## src/rtl/movk_sequencer.sv

```systemverilog
`default_nettype none
// ==========================================================================
// movk_sequencer : splits a 64-bit constant into MOVZ/MOVK (imm16, hw) steps
// Revision 1.0
// ==========================================================================
module movk_sequencer (
   input  logic        clk,
   input  logic        reset,
   input  logic        start,
   input  logic [63:0] value,
   output logic        busy,
   output logic        out_valid,
   input  logic        out_ready,
   output logic [15:0] imm16,
   output logic [1:0]  hw,
   output logic        is_movz,
   output logic        last,
   output logic [2:0]  count,
   output logic        done
);

   typedef enum logic [1:0] {
      IDLE = 2'd0,
      EMIT = 2'd1,
      DONE = 2'd2
   } state_t;

   state_t      state_q, state_d;
   logic [63:0] val_q, val_d;
   logic [3:0]  mask_q, mask_d;
   logic        first_q, first_d;
   logic [2:0]  count_q, count_d;
   logic        busy_q, busy_d;
   logic        out_valid_q, out_valid_d;
   logic [15:0] imm16_q, imm16_d;
   logic [1:0]  hw_q, hw_d;
   logic        is_movz_q, is_movz_d;
   logic        last_q, last_d;
   logic        done_q, done_d;
   logic [3:0]  nz;
   logic [1:0]  idx_d;

   function automatic logic [1:0] lowest(input logic [3:0] m);
      if (m[0])      return 2'd0;
      else if (m[1]) return 2'd1;
      else if (m[2]) return 2'd2;
      else if (m[3]) return 2'd3;
      else           return 2'd0;
   endfunction

   function automatic logic [2:0] popcnt(input logic [3:0] m);
      return {2'b00, m[0]} + {2'b00, m[1]} + {2'b00, m[2]} + {2'b00, m[3]};
   endfunction

   function automatic logic single(input logic [3:0] m);
      return (m != 4'd0) && ((m & (m - 4'd1)) == 4'd0);
   endfunction

   always_comb begin
      state_d = state_q;
      val_d   = val_q;
      mask_d  = mask_q;
      first_d = first_q;
      count_d = count_q;
      for (int i = 0; i < 4; i++) begin
         nz[i] = |value[16*i +: 16];
      end

      case (state_q)
         IDLE: begin
            if (start) begin
               val_d   = value;
               // an all-zero constant still needs one MOVZ #0
               mask_d  = (nz == 4'd0) ? 4'b0001 : nz;
               first_d = 1'b1;
               count_d = popcnt(mask_d);
               state_d = EMIT;
            end
         end
         EMIT: begin
            if (out_ready) begin
               mask_d  = mask_q & ~(4'b0001 << lowest(mask_q));
               first_d = 1'b0;
               if (single(mask_q)) begin
                  state_d = DONE;
               end
            end
         end
         DONE: begin
            state_d = IDLE;
            count_d = 3'd0;
         end
         default: state_d = IDLE;
      endcase

      // outputs are precomputed from next state so they leave a flop
      idx_d       = lowest(mask_d);
      busy_d      = (state_d != IDLE);
      out_valid_d = (state_d == EMIT);
      done_d      = (state_d == DONE);
      imm16_d     = out_valid_d ? val_d[{idx_d, 4'b0000} +: 16] : 16'h0000;
      hw_d        = out_valid_d ? idx_d : 2'd0;
      is_movz_d   = out_valid_d & first_d;
      last_d      = out_valid_d & single(mask_d);
   end

   always_ff @(posedge clk) begin
      if (reset) begin
         state_q     <= IDLE;
         val_q       <= 64'd0;
         mask_q      <= 4'd0;
         first_q     <= 1'b0;
         count_q     <= 3'd0;
         busy_q      <= 1'b0;
         out_valid_q <= 1'b0;
         imm16_q     <= 16'h0000;
         hw_q        <= 2'd0;
         is_movz_q   <= 1'b0;
         last_q      <= 1'b0;
         done_q      <= 1'b0;
      end else begin
         state_q     <= state_d;
         val_q       <= val_d;
         mask_q      <= mask_d;
         first_q     <= first_d;
         count_q     <= count_d;
         busy_q      <= busy_d;
         out_valid_q <= out_valid_d;
         imm16_q     <= imm16_d;
         hw_q        <= hw_d;
         is_movz_q   <= is_movz_d;
         last_q      <= last_d;
         done_q      <= done_d;
      end
   end

   assign busy      = busy_q;
   assign out_valid = out_valid_q;
   assign imm16     = imm16_q;
   assign hw        = hw_q;
   assign is_movz   = is_movz_q;
   assign last      = last_q;
   assign count     = count_q;
   assign done      = done_q;

endmodule
`default_nettype wire

```

## config.mk

```make
export PLATFORM = sky130hd
export DESIGN_NAME = movk_sequencer
export DESIGN_NICKNAME = d
export VERILOG_FILES = /design/src/rtl/movk_sequencer.sv
export SDC_FILE = /design/constraint.sdc
export NUM_CORES = 1
export LEC_CHECK = 0
export ABC_AREA = 1
export CAP_MARGIN = 15
export CORE_MARGIN = 2
export CORE_UTILIZATION = 66
export CTS_BUF_LIST = sky130_fd_sc_hd__clkbuf_8
export DETAILED_ROUTE_END_ITERATION = 8
export DONT_BUFFER_PORTS = 1
export PLACE_DENSITY = 0.82
export SYNTH_ARGS = -nofsm -noshare
export SYNTH_HDL_FRONTEND = slang
export SYNTH_SLANG_ARGS = --single-unit
```

## constraint.sdc

```tcl
create_clock -name clk -period 2.3 [get_ports clk]
set_clock_uncertainty 0.15 [all_clocks]
set_input_delay 0.23 -clock clk [delete_from_list [all_inputs] [get_ports clk]]
set_output_delay 0.23 -clock clk [all_outputs]
set_load 0.1 [all_outputs]
```

==> results of run 1 <==
## through the flow
| stage | power [mW] | setup WS, ns | area (um2) |
|---|---|---|---|
| floorplan | 2.91 | 0.224 | 4260 |
| global placement | 3.14 | 0.138 | 4530 |
| detailed placement | 3.17 | 0.0469 | 4530 |
| CTS | 4.48 | 0.0782 | 5390 |
| global route | 4.72 | 0.0171 | 5430 |
| finish | 4.59 | 0.0687 | 5430 |
## repair_timing
action                                  in CTS  in global routing
hold buffers                                62                  0
hold endpoints to repair                    78                  0
buffers inserted                             0                  4
resized for setup                            0                  3
endpoints found under the setup margin       0                 13
## final cells by class
cell class / count / area [um2]
Inverter: 22 / 82.6
Multi-Input combinational cell: 377 / 2080
Tap cell: 77 / 96.3
Clock buffer: 10 / 138
Fill cell: 312 / 843
Clock inverter: 5 / 86.3
Timing Repair Buffer: 106 / 1010
Sequential cell: 97 / 1940
## worst max-delay path by stage
stage	cells after the start	endpoint	start	slack, ns
6_report	9	imm16[3]	state_q[1]	0.07
5_1_grt	10	last	mask_q[2]	0.02
4_1_cts	10	last	state_q[0]	0.08
3_5_place_dp	14	count[1]	value[28]	0.05
3_3_place_gp	14	count[1]	value[28]	0.14
2_1_floorplan	14	count[1]	value[28]	0.22
## state kept, by name (all words and copies together) (netlist names)
register,count
done,1
first_q,1
hw,2
imm16,16
is_movz,1
count,3
busy,1
out_valid,1
val_q,64
mask_q,4
state_q,2
last,1
## power groups by stage
stage / sequential, mW / combinational, mW / clock (mW)
after floorplan: 2.24 / 0.669 / 0
after global placement: 1.91 / 1.23 / 0
after detailed placement: 1.91 / 1.26 / 0
after CTS: 1.88 / 1.38 / 1.23
after global routing: 1.89 / 1.54 / 1.29
final: 1.89 / 1.46 / 1.24
## cell usage in the layout (no fill, tap or decap), types with 6 or more instances in the layout
master         synthesis  layout
nor2_1               115     115
dfxtp_1               97      96
nand2_1               70      70
dlygate4sd3_1          0      61
mux2i_1               60      60
nand3_1               55      55
buf_4                  5      41
a21oi_1               23      23
nand4_1               20      20
inv_1                 14      14
clkbuf_8               0      10
inv_2                  8       8
o21ai_0                9       8
nand2_2                6       6
## worst reg2reg max path, cell delays in order, from the launching register on
cell     delay, ns
dfxtp_1       0.44
nor3_4        0.09
buf_4         0.16
buf_4         0.14
buf_12        0.16
a21oi_2       0.36
buf_4         0.25
nand3_1       0.10
nand3_1       0.18
a21oi_1       0.08
## cells in the mapped netlist (all sizes together)
cell type,number,area share [%]
mux2i,60,14
a31oi,1,0.15
nor3,1,0.38
a21boi,1,0.18
nand2,77,7.3
a211oi,1,0.18
nor2,116,10
nor2b,1,0.15
xnor2,1,0.21
clkbuf,10,0.88
inv,22,1.9
and2,1,0.15
buf,19,2.6
ha,3,0.88
dfxtp,97,46
nand4,20,2.9
nand3,57,7.1
nor4,2,0.29
o21ai,11,1.6
a21oi,24,2.9
## cells by family after synthesis
kind of cell             count (synthesis)
AO/OA/AOI/OAI                           38
flip-flops                              97
AND/OR/NAND/NOR                        275
XOR/XNOR                                 1
multiplexers                            60
adder cells (fa/ha/maj)                  3
buffers and inverters                   51
## routing by layer
layer | global-route usage, % | vias to the layer above | routed length [um]
li1 | - | 1921 | -
met1 | 43.1 | 1981 | 4770
met2 | 65.4 | 321 | 6730
met3 | 6.39 | 75 | 1210
met4 | 22.4 | 0 | 753
met5 | 0 | - | 0
==> results.toml, run 1 <==
[outcome]
outcome = "complete, no violations"

[final_layout]
area_growth_pct = 27.7
final_core_util_pct = 86.6
layoutNonFillerInstCount = 694
layout-drive-gt1-share_pct = 13.3
antenna_cells = 0
nets = 684

[critical_path]
crit_family = "buffers and inverters"
path_cells = "nor3_4 > buf_4 > buf_4 > buf_12 > a21oi_2 > buf_4 > nand3_1 > nand3_1 > a21oi_1"
rr_worst_depth = 9
critPathMaxStageDelay_ns = 0.44
r2r_slack_ns = 0.07
end_kind = "register"
crit_top_cell = "buf_4"
critPathRequiredTime_ns = 2.39
worstReg2RegStart = "state_q[1]"
crit_path_max_fanout = 23
startpoint_type = "register"
critical_path.slowest_cell = "dfxtp_1"
path_buf_inv = 4
critPathArrivalTime_ns = 2.32
worstSetupPathType = "register to register"
r2r_end = "imm16[3]"

[timing]
fin_crit_sh_pct = 97.0
setup_viol = 0
slew_viol_final = 0
finalCriticalPeriod_ns = 2.23
max_freq_ghz = 0.448
tightestPinTransition_ns = 0.401
finalHoldViolCount = 0
maxSlewHeadroom_pct = 73.3
hold_slack_ns = 0.0333
rsz0062_at_grt = "no"
tns_ns = 0

[power]
p_leak_nw = 2.44
p_comb_share_pct = 31.9
ir_drop_mv = 0.742
clockPowerShare_pct = 27.1
p_int_mw = 2.93
switchingPower_mw = 1.66
power_density_nw_per_um2 = 845
power_switching_share_pct = 36.2
pwr-share-seq_pct = 41.0

[logic_synthesis]
synth.area.mux_share_pct = 14.1
syn_inst = 525
avgSynthCellArea_um2 = 8.11
ys.warnings.count = 0
syn-num-nets = 596
seq_area_frac_synth_pct = 45.6
yosys.area_share.simple_pct = 28.7
synth-xor-area-share_pct = 0.206
syn_area_um2 = 4260
ys_ff_latch = 97
synth_top_family_by_area = "simple AND/OR/NAND/NOR gates"
synth_fa_ha_area_share_pct = 0.882
synth.distinct_cells = 32
synth_compound_area_share_pct = 4.97

[drt]
wl_um = 13500
drtIter0Drc = 581
viasPerCell = 6.19
dr.pass1.iters = 5
vias = 4298
wl_per_cell_um = 19.4
drcViolationCount = 0
ant_nets = 0

[hold_path]
worstHoldEndpoint = "count[2]"
hold_path_depth = 3
hold_path.class = "input pin to register"
hp-start = "start"

[grt]
grt_pass1_wl_um = 21000
overflow = 0
grt_pass1_vias = 4298
gr-usage-all-layers_pct = 37.6
antenna_found_initial = 0
grt_max_degree = 78

[clocking]
clkLatencyLatePin_ns = 0.37
cts-buffers-inserted = 9
h-tree-depth = 3
clockBufferDepth = 2
clk_pin_slew_worst_paths_ns = 0.09
clock-sinks = 97
cts_tree = "done"
clock-root-buffer = "clkbuf_8"

[run]
drv_cap = 0

[floorplanning]
fp.dieArea_um2 = 7110
die_x_um = 84.3
start_util_pct = 67.8
num_io_pins = 94
coreArea_um2 = 6280
num_rows = 29
die_h_um = 84.3

[placed_design]
portBuffers = 0
gp_congestion = 0.890
hpwlAfterDp_um = 7710
placedCellCount = 613
Power figures use the tool's default switching activity.
==> inputs of run 2 (changes only) <==
--- a/config.mk
+++ b/config.mk
@@ -7,11 +7,12 @@
 export LEC_CHECK = 0
 export ABC_AREA = 1
 export CAP_MARGIN = 15
-export CORE_MARGIN = 2
+export CORE_MARGIN = 5
 export CORE_UTILIZATION = 66
 export CTS_BUF_LIST = sky130_fd_sc_hd__clkbuf_8
 export DETAILED_ROUTE_END_ITERATION = 8
 export DONT_BUFFER_PORTS = 1
+export GPL_ROUTABILITY_DRIVEN = 0
 export PLACE_DENSITY = 0.82
 export SYNTH_ARGS = -nofsm -noshare
 export SYNTH_HDL_FRONTEND = slang
==> run 2 against run 1 <==
  * Worst hold slack improved by 0.0059 ns
  * Register-to-register slack improved by 0.15 ns
  * Critical path type unchanged
  * Critical path depth fell by 2
  * Maximum frequency rose by 7.2%
  * Clock-buffer cell count rose by 1
  * Sequential cell count did not move
  * Critical endpoint is now imm16[5]
  * Clock power fell by 4%
  * Sequential share of layout area rose by 0.25 points
  * Highest routed layer unchanged
==> results.toml, run 2 (synthesized netlist as in run 1, its figures left out) <==
[outcome]
outcome = "complete, no violations"

[drt]
drcViolationCount = 0
vias = 4065
dr.pass1.iters = 6
viasPerCell = 5.89
ant_nets = 0
drtIter0Drc = 439
wl_per_cell_um = 18.5
wl_um = 12800

[critical_path]
critPathRequiredTime_ns = 2.39
end_kind = "register"
critPathArrivalTime_ns = 2.17
worstSetupPathType = "register to register"
startpoint_type = "register"
crit_path_max_fanout = 27

[final_layout]
final_cell_mix = "nor2_1 (114), dfxtp_1 (94), nand2_1 (70)"
antenna_cells = 0
nFillCells = 342
largest_reg_flops = 64
final_core_util_pct = 85.6
layout-drive-gt1-share_pct = 13.4
final_area_um2 = 5400
nets = 679
largest-register = "val_q"
final_common_cell = "nor2_1"
area_growth_pct = 27.0

[timing]
max_freq_ghz = 0.480
fin_crit_sh_pct = 90.5
slew_viol_final = 0
setup_viol = 0
maxSlewHeadroom_pct = 67.4
finalCriticalPeriod_ns = 2.08
finalHoldViolCount = 0
tightestPinTransition_ns = 0.484
rsz0062_at_grt = "no"
tns_ns = 0

[placed_design]
hpwlAfterDp_um = 7830
portBuffers = 0
placed_area_um2 = 4530

[floorplanning]
die_h_um = 90.3
fp.dieArea_um2 = 8150
num_rows = 29
num_io_pins = 94
coreArea_um2 = 6310
start_util_pct = 67.4
die_x_um = 90.3

[grt]
antenna_found_initial = 0
overflow = 0
grt_max_degree = 78
grt_pass1_vias = 4119
grt_pass1_wl_um = 20800
gr-usage-all-layers_pct = 31.3

[clocking]
clockBufferDepth = 2
cts-buffers-inserted = 9
clock-root-buffer = "clkbuf_8"
h-tree-depth = 3
cts_tree = "done"
clk_pin_slew_worst_paths_ns = 0.09
postCtsSetupRepairBufs = 0
clkLatencyLatePin_ns = 0.37
clock-sinks = 97

[run]
drv_cap = 0

[power]
power_density_nw_per_um2 = 833
p_total_mw = 4.50
ir_drop_mv = 0.737
p_leak_nw = 2.41

[hold_path]
hold_path.class = "input pin to register"
[run 2: layout make-up]
class / instances / area (um2) / share of cell area, %
Multi-Input combinational cell: 377 / 2100 / 38.8
Sequential cell: 97 / 1950 / 36.0
Timing Repair Buffer: 101 / 968 / 17.9
Clock buffer: 11 / 151 / 2.80
Tap cell: 77 / 96.3 / 1.78
Inverter: 22 / 82.6 / 1.53
Clock inverter: 5 / 62.6 / 1.16
[run 2: where the power goes]
group | switching, mW | internal, mW
Clock | 0.625 | 0.568
Combinational | 0.970 | 0.453
Sequential | 0.0586 | 1.82
[run 2: per-layer routing]
metal  routed length (um)  vias up  GRT usage, %  share of wire [%]
met3                  907       34          6.75                7.1
met2                 6610      222          55.2                 52
li1                     -     1908             -                  -
met1                 4870     1901          37.0                 38
met5                    0        -             0                  0
met4                  378        0          11.5                3.0
[run 2: what timing repair did]
item / in CTS / in global routing
hold buffers: 62 / 0
hold endpoints to repair: 78 / 0
endpoints found under the setup margin: 0 / 17
resized for setup: 0 / 6
[run 2: critical path, cell delays in order (launching register included)]
cell and delay [ns]:
dfxtp_2 0.38, nor3_4 0.27, buf_4 0.21, buf_12 0.21, mux2i_1 0.32, nand4_1 0.15
nand3_1 0.16, a21oi_1 0.08
[run 2: path summary, 6_finish.rpt]
kind               from   endpoint  slack, ns  cells after the start
max          state_q[0]   imm16[5]       0.22                      7
min           value[30]  val_q[30]       0.04                      4
max reg2reg  state_q[0]   imm16[5]       0.22                      7
min reg2reg   val_q[13]  val_q[13]       0.35                      2
[run 2: through the flow]
stage          setup slack, ns  cells  hold WS [ns]
2_1_floorplan            0.224    525         0.166
3_3_place_gp             0.164    612         0.158
3_5_place_dp            0.0667    612         0.163
4_1_cts                  0.106    690       0.00835
5_1_grt                 0.0158    690        0.0362
6_report                 0.218    690        0.0392
